[src/rtl/cpu_pkg.sv]
// Shared CPU constants: control state numbers, ALU function codes
// and the legal decode-target check used by the sequencer and encoder.
package cpu_pkg;

   typedef enum logic [5:0] {
      S0  = 6'd0,
      S1  = 6'd1,
      S2  = 6'd2,
      S3  = 6'd3,
      S4  = 6'd4,
      S5  = 6'd5,
      S10 = 6'd10,
      S11 = 6'd11,
      S12 = 6'd12,
      S13 = 6'd13,
      S14 = 6'd14,
      S20 = 6'd20,
      S21 = 6'd21,
      S22 = 6'd22,
      S25 = 6'd25,
      S26 = 6'd26,
      S27 = 6'd27,
      S30 = 6'd30
   } state_t;

   localparam logic [3:0] ALU_NONE  = 4'b0000;
   localparam logic [3:0] ALU_ADD   = 4'b0100;
   localparam logic [3:0] ALU_SUB   = 4'b1010;
   localparam logic [3:0] ALU_PASSB = 4'b1101;

   function automatic logic is_legal(input logic [5:0] code);
      case (code)
         6'd10, 6'd11, 6'd12, 6'd13,
         6'd14, 6'd20, 6'd25, 6'd30: return 1'b1;
         default:                    return 1'b0;
      endcase
   endfunction

endpackage

[src/rtl/control_sequencer.sv]
// Multi-cycle control sequencer: fetch, decode and per-instruction
// execute states; strobes decoded from the registered state.
module control_sequencer
   import cpu_pkg::*;
(
   input  logic       clk,
   input  logic       rst_n,
   input  logic [5:0] enc_state,
   input  logic       cond_pass,
   input  logic       moc,
   output logic [5:0] state,
   output logic       mar_ld,
   output logic       mdr_ld,
   output logic       ir_ld,
   output logic       pc_ld,
   output logic       rf_ld,
   output logic       flags_ld,
   output logic       mem_en,
   output logic       mem_rw,
   output logic [3:0] alu_op,
   output logic       illegal
);

   state_t cur, nxt;

   always_ff @(posedge clk or negedge rst_n) begin
      if (!rst_n) cur <= S0;
      else        cur <= nxt;
   end

   assign state = cur;

   // Decode target is only trusted when the encoder reports a legal code
   always_comb begin
      nxt = S1;
      unique case (cur)
         S1:  nxt = S2;
         S2:  nxt = S3;
         S3:  nxt = moc ? S4 : S3;
         S4:  nxt = S5;
         S5: begin
            if (cond_pass && is_legal(enc_state))
               nxt = state_t'(enc_state);
            else
               nxt = S1;
         end
         S20: nxt = S21;
         S21: nxt = moc ? S22 : S21;
         S25: nxt = S26;
         S26: nxt = S27;
         S27: nxt = moc ? S1 : S27;
         default: nxt = S1;
      endcase
   end

   always_comb begin
      mar_ld   = 1'b0;
      mdr_ld   = 1'b0;
      ir_ld    = 1'b0;
      pc_ld    = 1'b0;
      rf_ld    = 1'b0;
      flags_ld = 1'b0;
      mem_en   = 1'b0;
      mem_rw   = 1'b0;
      alu_op   = ALU_NONE;
      illegal  = 1'b0;
      unique case (cur)
         S1: begin
            mar_ld = 1'b1;
            alu_op = ALU_PASSB;
         end
         S2: begin
            pc_ld  = 1'b1;
            alu_op = ALU_ADD;
            mem_en = 1'b1;
         end
         S3, S21: begin
            mem_en = 1'b1;
            mdr_ld = 1'b1;
         end
         S4: ir_ld = 1'b1;
         S5: illegal = cond_pass && !is_legal(enc_state);
         S10, S11, S12: begin
            rf_ld  = 1'b1;
            alu_op = ALU_ADD;
         end
         S13: begin
            flags_ld = 1'b1;
            alu_op   = ALU_SUB;
         end
         S14: begin
            rf_ld  = 1'b1;
            alu_op = ALU_PASSB;
         end
         S20, S25: begin
            mar_ld = 1'b1;
            alu_op = ALU_ADD;
         end
         S22: rf_ld = 1'b1;
         S26: begin
            mdr_ld = 1'b1;
            alu_op = ALU_PASSB;
         end
         S27: begin
            mem_en = 1'b1;
            mem_rw = 1'b1;
         end
         S30: begin
            pc_ld  = 1'b1;
            alu_op = ALU_ADD;
         end
         default: ;
      endcase
   end

endmodule
[config.mk]
export PLATFORM = sky130hd
export DESIGN_NAME = control_sequencer
export DESIGN_NICKNAME = d
export VERILOG_FILES = /design/src/rtl/cpu_pkg.sv /design/src/rtl/control_sequencer.sv
export SDC_FILE = /design/constraint.sdc
export NUM_CORES = 1
export LEC_CHECK = 0
export CORE_UTILIZATION = 35
export CTS_CLUSTER_SIZE = 25
export DETAILED_ROUTE_END_ITERATION = 10
export GPL_TIMING_DRIVEN = 1
export PLACE_DENSITY = 0.63
export SETUP_SLACK_MARGIN = 0.05
export SKIP_LAST_GASP = 1
export SLEW_MARGIN = 5
export SYNTH_ARGS = -nofsm -noshare
export SYNTH_HDL_FRONTEND = slang
export SYNTH_SLANG_ARGS = --single-unit
[constraint.sdc]
create_clock -name clk -period 6.1 [get_ports clk]
set_input_delay 1.83 -clock clk [delete_from_list [all_inputs] [get_ports clk]]
set_output_delay 1.83 -clock clk [all_outputs]
set_load 0.02 [all_outputs]
==> run_results.csv <==
group,metric,value,unit
sta,slew_viol_final,0,
flow_run,maxCapViolations,0,
setup_path,critPathLaunchType,"input pin",
setup_path,critical_path_arrival,3.83,ns
detailed_routing,wirelength,2120,µm
detailed_routing,drt_iter0_drc,7,
setup_path,crit_type,"input pin to output pin",
synth,ys_warn_count,0,
setup_path,crit_chain,"clkdlybuf4s50_1, nor2b_1, a211o_1, a31oi_2, o211a_1, clkdlybuf4s50_1",
synth,synth_area,786,µm²
cells_and_area,seq_area,150,µm²
clocking,cts_buffers,3,
synth,synthTopCellsByArea,"dfrtp_1 (19%), nor2_1 (6.2%), nand2_1 (4.8%)",
synth,synth_fp_nets,120,
pwr,leakage,0.410,nW
sta,rsz0062_at_grt,"no",
cells_and_area,final_cells,159,
grt,grt_overflow,0,
synth,synth.distinct_cells,42,
clocking,cts_tree,"done",
sta,fin_skew,0.00421,ns
synth,synth_cells,110,
setup_path,cp_top_family,"buffers and inverters",
synth,synth_area_per_cell,7.14,µm²
hold_path,hold_path.class,"flop to flop",
clocking,insertion_delay,0.24,ns
place,hpwl,1590,µm
sta,slew_headroom,0.598,
place,portBuffers,28,
cells_and_area,drive_above_1_share,0.0379,
clocking,cts.reportedPaths.clkPinSlew,0.04,ns
synth,ys_top_cells_by_count,"nor2_1 (13), nand2_1 (10), dfrtp_1 (6), nand2b_1 (6)",
cells_and_area,diodes,0,
die,die-area,2440,µm²
detailed_routing,vias_per_cell,5.64,
synth,synth_top_area_share,0.191,
grt,track_usage,0.187,
synth,ys.flop_type,"dfrtp_1",
cells_and_area,area_delta_synth_final,35.8,%
sta,max_freq,177,MHz
die,core_area,2040,µm²
grt,grt_pass1_wl,3610,µm
sta,fin_tns_setup,0,ns
clocking,numClockSinks,6,
setup_path,cp_num_buf_inv,2,
clocking,cts-root-buf,"clkbuf_4",
clocking,cts_setup_buffers,0,
die,die_w,49.4,µm
cells_and_area,largest_register_ffs,6,
place,gp_congestion,0.789,
die,start_util,0.385,
outcome,status,"complete, no violations",
detailed_routing,drc,0,
clocking,cts_resized,0,
cells_and_area,n_fill_cell,214,
synth,async_reset_ff_frac,1.00,
setup_path,cp_max_fo,6,
sta,finalCritPeriodShare,0.927,
sta,hold_viol_final,0,
sta,post-route-min-period,5.66,ns
synth,yosysMostFrequentCell,"nor2_1",
sta,max_slew.worst_pin.slew,0.602,ns
setup_path,cp-end-kind,"output pin",
setup_path,timing.critical_path.mode_cell,"clkdlybuf4s50_1",
clocking,h-tree-depth,1,
die,io_pins,29,
grt,antenna_found_initial,0,
clocking,postCtsHoldBufs,0,
clocking,clockBufferDepth,2,
grt,grt_max_degree,22,
detailed_routing,first_pass_iters,4,
setup_path,cp.required,4.27,ns
detailed_routing,num_vias,897,
synth,ys_ff_latch,6,
synth,synth_edf_count,0,
pwr,powerDensity,141,nW/µm²
synth,ys_seq_area_frac,0.191,
sta,setup_viol,0,
detailed_routing,postRouteAntennaNets,0,
die,dieHeight,49.4,µm
detailed_routing,wl_per_cell,13.3,µm
grt,first_global_vias,857,
setup_path,crit_slowest_cell,"clkdlybuf4s50_1",
cells_and_area,multi_input_area,566,µm²
place,dp.cells,156,
pwr,max-vdd-ir-drop,0.000143,V
cells_and_area,fin_nets,144,
synth,yosys.area.top_type,"dfrtp_1",
setup_path,max_stage_delay,0.60,ns
die,std_cell_rows,16,
==> report_power, final <==
part	internal, mW	switching [mW]
Combinational	0.0313	0.0307
Sequential	0.0422	0.0105
Clock	0.0222	0.0133
Total	0.0956	0.0546
==> stage by stage <==
step           area (µm²)  setup WS, ns  hold WS (ns)  power [mW]   util
6_report             1070         0.444         0.793       0.150  0.523
5_1_grt              1070         0.324         0.872       0.162  0.523
4_1_cts              1070         0.441         0.808       0.153  0.523
3_5_place_dp         1040         0.452         0.804       0.116  0.512
3_3_place_gp         1040         0.489         0.797       0.115  0.512
2_1_floorplan         786          1.54         0.641      0.0890      -
==> cells in the final DEF, fill, tap and decap left out, drive strengths merged, types with 2 or more instances in the layout <==
cell / instances
dfrtp: 6
inv: 4
o22ai: 3
a22oi: 2
or2: 2
clkbuf: 3
nand4bb: 2
a31oi: 3
nor2b: 5
and3: 3
clkdlybuf4s50: 28
nor2: 13
and4: 3
nand2b: 6
mux2i: 3
nand2: 10
a211oi: 2
nand4: 2
nor3: 5
o21ai: 6
a21oi: 3
nand3b: 3
==> worst paths after layout <==
path                       cells after the start         start  slack, ns  endpoint
max reg2reg                                    4      state[2]       4.39  state[0]
max in group asynchronous                      1         rst_n       4.06  state[2]
min                                            1      state[5]       0.79  state[0]
min in group asynchronous                      1         rst_n       1.83  state[4]
max                                            6  enc_state[4]       0.44   illegal
min reg2reg                                    1      state[5]       0.79  state[0]
==> cell type report <==
| class | count | share of cell area |
|---|---|---|
| multi-input cells | 91 | 0.530 |
| repair buffers | 28 | 0.263 |
| flip-flops and latches | 6 | 0.141 |
| well taps | 27 | 0.0317 |
| clock buffers | 3 | 0.0211 |
| inverters | 4 | 0.0141 |
==> logic make-up after synthesis <==
family,synth area share
and+or+nand+nor,0.401
AOI/OAI and AO/OA,0.275
buffers and inverters,0.0892
DFF,0.191
muxes,0.0382
other,0.00477
==> worst register-to-register path, delay by kind of cell, from the launching register on <==
family           cells  cell delay (ns)
AO/OA/AOI/OAI        3             0.77
AND/OR/NAND/NOR      1             0.25
flip-flops           1             0.57
==> layer usage <==
metal | GRT usage | share of wire | vias up
met5 | 0 | 0 | -
met4 | 0.0667 | 0 | 0
met1 | 0.214 | 0.46 | 423
li1 | - | - | 456
met3 | 0.0343 | 0.030 | 0
met2 | 0.342 | 0.51 | 18
(Power assumes the default switching activity.)
